## config.mk

```make
export PLATFORM = sky130hd
export DESIGN_NAME = cluster_clock_switch_ctrl
export DESIGN_NICKNAME = d
export VERILOG_FILES = /design/src/rtl/cluster_clock_switch_ctrl.sv
export SDC_FILE = /design/constraint.sdc
export NUM_CORES = 1
export LEC_CHECK = 0
export BUFFER_PORTS_ARGS = -buffer_cell sky130_fd_sc_hd__buf_2
export CAP_MARGIN = 15
export CORE_ASPECT_RATIO = 0.9
export CORE_UTILIZATION = 27
export CTS_CLUSTER_DIAMETER = 150
export DETAILED_ROUTE_END_ITERATION = 12
export PLACE_DENSITY = 0.45
export SETUP_SLACK_MARGIN = 0.02
export SKIP_LAST_GASP = 1
export SLEW_MARGIN = 20
export SYNTH_ARGS = -nofsm -noshare
export SYNTH_HDL_FRONTEND = slang
export SYNTH_SLANG_ARGS = --single-unit
```

## constraint.sdc

```tcl
create_clock -name clk_i -period 2.8 [get_ports clk_i]
set_input_delay 0.14 -clock clk_i [delete_from_list [all_inputs] [get_ports clk_i]]
set_output_delay 0.14 -clock clk_i [all_outputs]
set_load 0.01 [all_outputs]
```

## src/rtl/cluster_clock_switch_ctrl.sv

```systemverilog
// rtl/cluster_clock_switch_ctrl.sv - request-driven select controller for a downstream glitchless 2:1 clock mux
module cluster_clock_switch_ctrl #(
  parameter int   SYNC_STAGES    = 2,
  parameter int   SETTLE_CYCLES  = 8,
  parameter int   TIMEOUT_CYCLES = 1024,
  parameter logic RESET_SEL      = 1'b0
) (
  input  logic clk_i,
  input  logic rst_i,
  input  logic req_valid_i,
  output logic req_ready_o,
  input  logic req_sel_i,
  input  logic clk0_stable_i,
  input  logic clk1_stable_i,
  output logic clk_sel_o,
  output logic busy_o,
  output logic done_o,
  output logic err_o,
  output logic cur_sel_o
);

  localparam int MAX_COUNT = (TIMEOUT_CYCLES > SETTLE_CYCLES) ? TIMEOUT_CYCLES : SETTLE_CYCLES;
  localparam int CW = (MAX_COUNT < 1) ? 1 : $clog2(MAX_COUNT + 1);
  localparam logic [CW-1:0] TIMEOUT_LAST = CW'(TIMEOUT_CYCLES - 1);
  localparam logic [CW-1:0] SETTLE_LAST  = CW'(SETTLE_CYCLES - 1);

  typedef enum logic [1:0] {
    IDLE,
    WAIT_STABLE,
    SWITCH,
    DONE
  } state_t;

  state_t          state, state_n;
  logic            target, target_n;
  logic            clk_sel, clk_sel_n;
  logic            cur_sel, cur_sel_n;
  logic [CW-1:0]   cnt, cnt_n;
  logic            fail, fail_n;
  logic            done, done_n;
  logic            err, err_n;

  logic [SYNC_STAGES-1:0] sync0;
  logic [SYNC_STAGES-1:0] sync1;
  logic                   stable0;
  logic                   stable1;
  logic                   target_stable;

  // Stable flags come from other clock domains; only the last stage is ever looked at.
  always_ff @(posedge clk_i or posedge rst_i) begin
    if (rst_i) begin
      sync0 <= '0;
      sync1 <= '0;
    end else begin
      sync0 <= {sync0[SYNC_STAGES-2:0], clk0_stable_i};
      sync1 <= {sync1[SYNC_STAGES-2:0], clk1_stable_i};
    end
  end

  assign stable0       = sync0[SYNC_STAGES-1];
  assign stable1       = sync1[SYNC_STAGES-1];
  assign target_stable = target ? stable1 : stable0;

  always_ff @(posedge clk_i or posedge rst_i) begin
    if (rst_i) begin
      state   <= IDLE;
      target  <= RESET_SEL;
      clk_sel <= RESET_SEL;
      cur_sel <= RESET_SEL;
      cnt     <= '0;
      fail    <= 1'b0;
      done    <= 1'b0;
      err     <= 1'b0;
    end else begin
      state   <= state_n;
      target  <= target_n;
      clk_sel <= clk_sel_n;
      cur_sel <= cur_sel_n;
      cnt     <= cnt_n;
      fail    <= fail_n;
      done    <= done_n;
      err     <= err_n;
    end
  end

  always_comb begin
    state_n   = state;
    target_n  = target;
    clk_sel_n = clk_sel;
    cur_sel_n = cur_sel;
    cnt_n     = cnt;
    fail_n    = fail;
    done_n    = 1'b0;
    err_n     = 1'b0;

    unique case (state)
      IDLE: begin
        if (req_valid_i) begin
          target_n = req_sel_i;
          cnt_n    = '0;
          fail_n   = 1'b0;
          if (req_sel_i == cur_sel) begin
            state_n = DONE;
          end else begin
            state_n = WAIT_STABLE;
          end
        end
      end

      // A stable flag that drops again while waiting does not restart the timeout.
      WAIT_STABLE: begin
        if (target_stable) begin
          clk_sel_n = target;
          cnt_n     = '0;
          state_n   = SWITCH;
        end else if (cnt == TIMEOUT_LAST) begin
          fail_n  = 1'b1;
          state_n = DONE;
        end else begin
          cnt_n = cnt + 1'b1;
        end
      end

      // The mux is mid-handoff here, so stable changes are deliberately ignored.
      SWITCH: begin
        if (cnt == SETTLE_LAST) begin
          cur_sel_n = target;
          fail_n    = 1'b0;
          state_n   = DONE;
        end else begin
          cnt_n = cnt + 1'b1;
        end
      end

      DONE: begin
        done_n  = 1'b1;
        err_n   = fail;
        state_n = IDLE;
      end

      default: begin
        state_n = IDLE;
      end
    endcase
  end

  assign req_ready_o = (state == IDLE);
  assign busy_o      = (state != IDLE);
  assign clk_sel_o   = clk_sel;
  assign cur_sel_o   = cur_sel;
  assign done_o      = done;
  assign err_o       = err;

endmodule

```

-- Word-level counts from Yosys, hierarchy flattened
Index checks and enable logic that the tools add are counted.
- RAM bits: 0
- bits of input ports: 6
- ROM bits: 0
- register bits: 23
- memories: 0
- output and inout port bits: 6
- logic and storage cells: 52
- latch bits: 0
- $add $sub $neg: 1
- multiply operators: 0
- div/mod/pow operators: 0
- order comparisons: 0
- reduce and logical (&&, ||, !) cells: 9
- eq/ne operators: 13
- muxes and demuxes: 19
- shifts and indexed selects: 0
- bitwise logic cells: 0
- operators with widths (operator ; count):
    $mux W11 ; 4
    $pmux W11 S3 ; 1
    $add A11 B1 Y11 const B ; 1
    $eq A11 B10 Y1 const B ; 1
    $eq A11 B3 Y1 const B ; 1
    $mux W2 ; 5
    $ne A2 B2 Y1 const B ; 5
    $pmux W2 S4 ; 1
    $mux W1 ; 7
    $ne A3 B3 Y1 const B ; 2
    $reduce_and A2 Y1 ; 3
    $reduce_and A5 Y1 ; 1
    $eq A2 B2 Y1 const B ; 2
    $reduce_and A4 Y1 ; 1
    $pmux W1 S3 ; 1
    $reduce_and A3 Y1 ; 1
    $reduce_bool A3 Y1 ; 1
    $eq A2 B1 Y1 const B ; 1
    $logic_not A2 Y1 ; 1
    $reduce_bool A2 Y1 ; 1
    $eq A1 B1 Y1 ; 1

-- Longest topological paths before layout
Gate-level depths: netlist of the first run.
- depth in word-level cells: 4
- mapped depth: 8
- gate-level depth less buffers: 7

-- Worst setup path before layout of the first run
No wires, ideal clock.
- kind: register to register
- start point: register cnt[0]
- end point: register cnt[7]
- path slack: 0.715 ns
- library setup time: 0.136 ns
- period minus slack after synthesis: 2.085 ns
- stages on the path, launching flop included: 8
- data arrival time: 1.949 ns
- required time: 2.664 ns
- buffers on the path: 1
- path through: dfrtp_1 -> ha_1 -> or4b_1 -> or4_4 -> o211ai_2 -> or2b_1 -> buf_6 -> o311ai_1
- longest elaborated chain between the ends: 4
- elaborated cells on any way between the ends: 10
- classes of those cells: add/sub: 1; eq/ne: 4; mux: 4; reduce/logical: 1
- RTL lines (what ; RTL line ; source):
    start: declaration ; 38 ; logic [CW-1:0] cnt, cnt_n;
    start signal: assignment ; 79 ; cnt <= cnt_n;
    $add A11 B1 Y11 ; 120, 131 ;
    $mux W11 ; 116 ; end else if (cnt == TIMEOUT_LAST) begin
    $mux W11 ; 112 ; if (target_stable) begin
    $pmux W11 S3 ; 96 ; unique case (state)
Several ways; a longest one is shown, not always the timed one. The select of a mux whose other input is x is not followed.
A chain may end at the register's enable or synchronous reset.

-- Worst setup path in the final report of the first run
Same ends and word-level chain as after synthesis.

==> reports/qor.csv, run 1 <==
stage,metric,value,unit
setup_path,reg2reg_slack,0.33,ns
setup_path,critPathKind,flip-flop to flip-flop,
cts,path_clk_slew,0.09,ns
synth,avgSynthCellArea,9.98,sq um
pwr,finalPower,0.561,mW
pwr,vdd_drop_max,0.210,mV
floorplan,rows,22,
cts,cts_tree,done,
grt,grt.overflow.total,0,
finish,stdcell_count,194,
synth,syn_inst,119,
routing,route.detailed.drc,0,
floorplan,core,4160,sq um
floorplan,num_io_pins,12,
setup_path,crit_chain,"ha_1, or4b_1, or4_4, o211ai_2, or2b_1, o311ai_1",
setup_path,crit_fanout,12,
cts,insertion_delay,0.26,ns
cts,ctsHoldBuffers,2,
synth,synth_warnings,0,
synth,synth_ff_type,dfrtp_1,
routing,first_pass_iters,4,
run,cap_violations,0,
setup_path,rr_startpoint,cnt[0],
cts,post_cts_buffers,0,
cts,numCtsBuffers,3,
setup_path,timing.rr.end,cnt[7],
routing,num_vias,956,
setup_path,slowest_delay,0.52,ns
routing,via_per_inst,4.93,
sta,rsz0062_at_grt,no,
finish,layout.nets,146,
setup_path,worst_r2r_path_depth,6,
finish,area_growth_syn_to_layout,15.2,%
place,routabilityCongestion,0.804,
synth,async_flop_share,100,%
sta,tightest_slew,0.842,ns
cts,cts.sinks,23,
synth,netlist_area,1190,sq um
pwr,cellPowerDensity,411,nW/um^2
finish,n_fill_cell,422,
finish,multi_input_area,563,sq um
setup_path,cpMaxStageDelayCell,or4_4,
finish,drive_gt1_share,14.9,%
synth,synth_top_cell_by_area,dfrtp_1,
status,status,finished clean,
synth,syn_nets,130,
cts,cts.path.max_buffers,2,
setup_path,crit_path_end_kind,flip-flop,
sta,fin_hold_ws,0.0298,ns
finish,num_antenna_cells,0,
grt,first_global_vias,828,
place,dp.cells,188,
setup_path,startpoint_type,flip-flop,
grt,grt_first_pass_wirelength,4010,um
floorplan,die_area,4670,sq um
cts,clockRootBuffer,clkbuf_8,
sta,max_freq,405,MHz
routing,first_iter_violations,25,
synth,yosysUniqueCellTypes,34,
cts,cts_resized,0,
pwr,p_leak,0.615,nW
sta,slew_violations,0,
setup_path,critPathRequiredTime,2.94,ns
sta,fin_skew,0.00145,ns
floorplan,fp.dieH,64.9,um
grt,grt_max_degree,24,
sta,period_share,88.1,%
grt,grt_util_all_layers,11.0,%
place,io_buffer_count,11,
sta,hold_viol_final,0,
sta,fin_tns_setup,0,ns
floorplan,die_x,71.9,um
routing,drt_wl_total,2380,um
min_path,hp-class,input pin to asynchronous set/reset pin,
finish,layout.area.seq,576,sq um
grt,antenna_found_initial,0,
cts,h-tree-depth,1,
place,dp_hpwl,1730,um
synth,synth_edf_count,0,
setup_path,cp.arrival,2.61,ns
routing,post_drt_wl_per_cell,12.2,um
sta,period_needed,2.47,ns
sta,max_slew_margin,43.8,%
floorplan,start_util,28.6,%
sta,finalSetupViolations,0,
synth,yosysSeqAreaShare,48.5,%
synth,synthTopCellsByArea,"dfrtp_1 (48%), ha_1 (5.3%), o21ai_0 (5.1%)",
synth,ys_seq_elements,23,
synth,synth_top_area_share,48.5,%
routing,ant_nets,0,
==> placed cells by master, fill, tap and decap left out, types with 2 or more instances in the layout <==
cell type | netlist | layout
dfrtp_1 | 23 | 23
nand2_1 | 12 | 12
o21ai_0 | 12 | 12
buf_2 | 0 | 11
inv_1 | 8 | 8
nand3_1 | 6 | 6
a21oi_1 | 6 | 6
nor2_1 | 5 | 5
o31ai_1 | 5 | 5
ha_1 | 5 | 5
nor3_1 | 3 | 3
o41ai_1 | 3 | 3
clkbuf_8 | 0 | 3
mux2i_1 | 2 | 2
nand4_1 | 2 | 2
or4_1 | 2 | 2
nand2b_1 | 2 | 2
o21bai_1 | 2 | 2
a311oi_1 | 2 | 2
nor3b_1 | 2 | 2
mux2_2 | 2 | 2
dlygate4sd3_1 | 0 | 2
==> worst max path at each step <==
stage,cells after the start,endpoint,from
floorplan,7,cnt[7],cnt[0]
global placement,6,cnt[7],cnt[0]
detailed placement,6,cnt[7],cnt[0]
CTS,6,cnt[7],cnt[0]
global route,6,cnt[7],cnt[0]
finish,6,cnt[7],cnt[0]
==> flip-flops by register name, summed over array words and instances (netlist names) <==
register / count
sync1: 2
cnt: 11
done_o: 1
cur_sel_o: 1
target: 1
state: 2
fail: 1
sync0: 2
err_o: 1
clk_sel_o: 1
==> logic make-up after synthesis <==
| group | after synthesis | share of synthesized area [%] |
|---|---|---|
| flops | 23 | 48.5 |
| fa+ha+maj | 5 | 5.27 |
| simple gates | 42 | 19.3 |
| buf+inv | 10 | 4.11 |
| mux | 4 | 3.58 |
| compound gates | 34 | 18.5 |
| xor+xnor | 1 | 0.738 |
==> worst max-delay path, delay by kind of cell (launching register included) <==
kind,cells,cell delay (ns)
fa+ha+maj,1,0.22
compound gates,2,0.35
flops,1,0.41
simple gates,3,1.36
==> cells in the mapped netlist (2+ instances only) <==
master / number
mux2i_1: 2
nand2b_1: 2
mux2_2: 2
inv_1: 8
o21bai_1: 2
nor2_1: 5
ha_1: 5
o21ai_0: 12
nor3b_1: 2
nor3_1: 3
o41ai_1: 3
o31ai_1: 5
or4_1: 2
dfrtp_1: 23
nand3_1: 6
a311oi_1: 2
nand4_1: 2
a21oi_1: 6
nand2_1: 12
==> metrics by stage <==
step / utilization, % / setup slack (ns) / area (sq um)
after floorplan: - / 0.715 / 1190
after global placement: 31.2 / 0.383 / 1300
after detailed placement: 31.2 / 0.346 / 1300
after CTS: 32.9 / 0.324 / 1370
after global routing: 32.9 / 0.158 / 1370
final: 32.9 / 0.332 / 1370
==> final cells by class <==
type / count / share of cell area [%]
clock buffer: 3 / 3.02
inverter: 8 / 2.20
tap: 60 / 5.49
clock inverter: 1 / 0.549
sequential: 23 / 42.1
timing repair buffer: 13 / 5.49
multi-input combinational: 86 / 41.2
==> per-layer routing <==
metal  track usage (%)  vias up  share of wire [%]
met2              15.8       23                 44
met4              4.41        0                1.5
met3              2.18        5                4.0
met1              16.2      460                 50
met5                 0        -                  0
li1                  -      468                  -
==> where the power goes <==
group / internal, mW / switching (mW)
combinational: 0.00500 / 0.00852
clock: 0.101 / 0.112
sequential: 0.335 / 0.000983
(Power assumes the default switching activity.)
==> run 2: changes to the inputs <==
clock period = 3 ns   (was 2.8 ns; I/O delays follow)
==> run 2 against run 1 <==
Largest power group unchanged. Wire length up 2.5%. Core utilization decreased by 0.060 points. Count of clock-buffer cells in the layout unchanged. Worst setup slack better by 0.18 ns.
==> reports/qor.csv, run 2 (synthesis gave the netlist of run 1 again) <==
stage,metric,value,unit,change
status,status,finished clean,,
grt,grt_max_degree,24,,unchanged
pwr,power_frac_comb,2.5,%,about the same
sta,hold_viol_final,0,,unchanged
routing,via_per_inst,4.92,,-0.21%
sta,slew_violations,0,,unchanged
grt,first_global_vias,866,,+4.6%
routing,first_iter_violations,26,,+4.0%
setup_path,cp.depth,6,,unchanged
floorplan,die_x,71.9,um,unchanged
finish,layout.nets,146,,unchanged
pwr,p_leak,0.619,nW,+0.61%
grt,grt_util_all_layers,11.6,%,+0.59 points
setup_path,crit_path_end_kind,flip-flop,,
cts,h-tree-depth,1,,unchanged
cts,path_clk_slew,0.08,ns,about the same
setup_path,cp_num_buf_inv,0,,unchanged
place,io_buffer_count,11,,unchanged
sta,rsz0062_at_grt,no,,
floorplan,fp.dieH,64.9,um,unchanged
cts,cts_resized,0,,unchanged
pwr,p_clk_share,37.1,%,-0.7 points
place,dp_hpwl,1760,um,+1.8%
setup_path,endpoint,cnt[7],,
pwr,p_sw,0.109,mW,-10%
finish,largest_reg_flops,11,,unchanged
setup_path,timing.rr.end,cnt[7],,
sta,tightest_slew,0.869,ns,+0.0271 ns
setup_path,worst_r2r_path_depth,6,,unchanged
floorplan,die_area,4670,sq um,unchanged
setup_path,critPathKind,flip-flop to flip-flop,,
setup_path,crit_chain,"ha_1, nand3_1, or4_1, o211ai_2, or2b_1, o311ai_1",,
cts,insertion_delay,0.27,ns,about the same
pwr,switching_share,21.0,%,-0.60 points
setup_path,rr_startpoint,cnt[0],,
routing,num_vias,954,,-0.21%
setup_path,cp_top_family,simple AND/OR/NAND/NOR gates,,
grt,grt_first_pass_wirelength,4220,um,+5.2%
setup_path,slowest_delay,0.60,ns,+0.08 ns
floorplan,start_util,28.6,%,unchanged
cts,cts.path.max_buffers,2,,unchanged
setup_path,cpMaxStageDelayCell,or4_1,,
setup_path,startpoint_type,flip-flop,,
sta,finalSetupViolations,0,,unchanged
routing,drt_wl_total,2440,um,+2.5%
grt,grt.overflow.total,0,,unchanged
min_path,hp-class,input pin to asynchronous set/reset pin,,
sta,max_freq,402,MHz,-0.66%
sta,fin_hold_ws,0.0497,ns,+0.0199 ns
routing,ant_nets,0,,unchanged
sta,fin_skew,0.00685,ns,+0.00539 ns
floorplan,core,4160,sq um,unchanged
cts,cts_tree,done,,
routing,post_drt_wl_per_cell,12.6,um,+2.5%
setup_path,crit_fanout,12,,unchanged
setup_path,critPathRequiredTime,3.14,ns,+0.20 ns
finish,top_register,cnt,,
finish,drive_gt1_share,14.9,%,unchanged
floorplan,rows,22,,unchanged
pwr,cellPowerDensity,380,nW/um^2,-7.5%
grt,antenna_found_initial,0,,unchanged
cts,numCtsBuffers,3,,unchanged
pwr,pwr-share-seq,60.4,%,+0.6 points
pwr,p_int,0.410,mW,-6.9%
setup_path,cp.arrival,2.62,ns,about the same
run,cap_violations,0,,unchanged
place,routabilityCongestion,0.804,,about the same
cts,clockRootBuffer,clkbuf_8,,
setup_path,startpoint,cnt[0],,
pwr,vdd_drop_max,0.218,mV,+3.7%
cts,cts.sinks,23,,unchanged
floorplan,num_io_pins,12,,unchanged
finish,num_antenna_cells,0,,unchanged
finish,area_growth_syn_to_layout,15.0,%,
finish,mostFrequentLayoutCell,dfrtp_1,,
sta,period_needed,2.48,ns,+0.0165 ns
finish,final_area,1370,sq um,-0.18%
sta,period_share,82.8,%,-5.3 points
routing,first_pass_iters,4,,unchanged
sta,fin_tns_setup,0,ns,unchanged
finish,final_cell_mix,"dfrtp_1 (23), nand2_1 (12), o21ai_0 (12)",,
sta,max_slew_margin,42.0,%,-1.8 points
routing,route.detailed.drc,0,,unchanged
place,placed_area,1300,sq um,unchanged
setup_path,reg2reg_slack,0.52,ns,+0.18 ns
[run 2: cell types whose count changed in the layout (fill, tap and decap cells not counted)]
cell	before	now
clkinvlp_4	1	0
clkinv_2	0	1
[run 2: repair_timing]
item | CTS | global route
setup buffers | 0 | 0
endpoints found under the hold margin | 2 | 0
hold buffers | 2 | 0
[run 2: how the worst min path moves through the flow]
stage,end,from,cells past startpoint
global route,sync1[0],rst_i,2
global placement,sync0[0],clk0_stable_i,1
CTS,cnt[4],rst_i,2
finish,cnt[4],rst_i,2
detailed placement,sync0[0],clk0_stable_i,1
floorplan,clk_sel_o,rst_i,1
[run 2: area by class of cell]
type | count | area [sq um]
Multi-Input combinational cell | 86 | 563
Inverter | 8 | 30.0
Tap cell | 60 | 75.1
Timing Repair Buffer | 13 | 75.1
Clock buffer | 3 | 41.3
Sequential cell | 23 | 576
Fill cell | 439 | 2790
Clock inverter | 1 | 5.00
[run 2: through the flow]
stage | setup slack [ns] | utilization (%) | power, mW | cells
floorplan | 0.915 | - | 0.325 | 119
global placement | 0.583 | 31.2 | 0.331 | 188
detailed placement | 0.544 | 31.2 | 0.331 | 188
CTS | 0.493 | 32.8 | 0.528 | 194
global route | 0.332 | 32.8 | 0.542 | 194
finish | 0.515 | 32.8 | 0.519 | 194
[run 2: power by group through the flow]
stage	Combinational, mW	Clock [mW]	Sequential [mW]
2_1_floorplan	0.00583	0	0.319
3_3_place_gp	0.0115	0	0.320
3_5_place_dp	0.0116	0	0.320
4_1_cts	0.0136	0.201	0.313
5_1_grt	0.0151	0.214	0.314
6_report	0.0127	0.192	0.313
[run 2: worst register-to-register path, cell delays in order, from the launching register on]
cell	delay [ns]
dfrtp_1	0.41
ha_1	0.23
nand3_1	0.19
or4_1	0.60
o211ai_2	0.43
or2b_1	0.36
o311ai_1	0.14
[run 2: metal layers]
metal  vias up  routed length [um]  global-route usage (%)
met3         2                 106                    3.73
met4         0                  18                    2.21
li1        471                   -                       -
met5         -                   0                       0
met1       462                1250                    16.1
met2        19                1060                    17.8
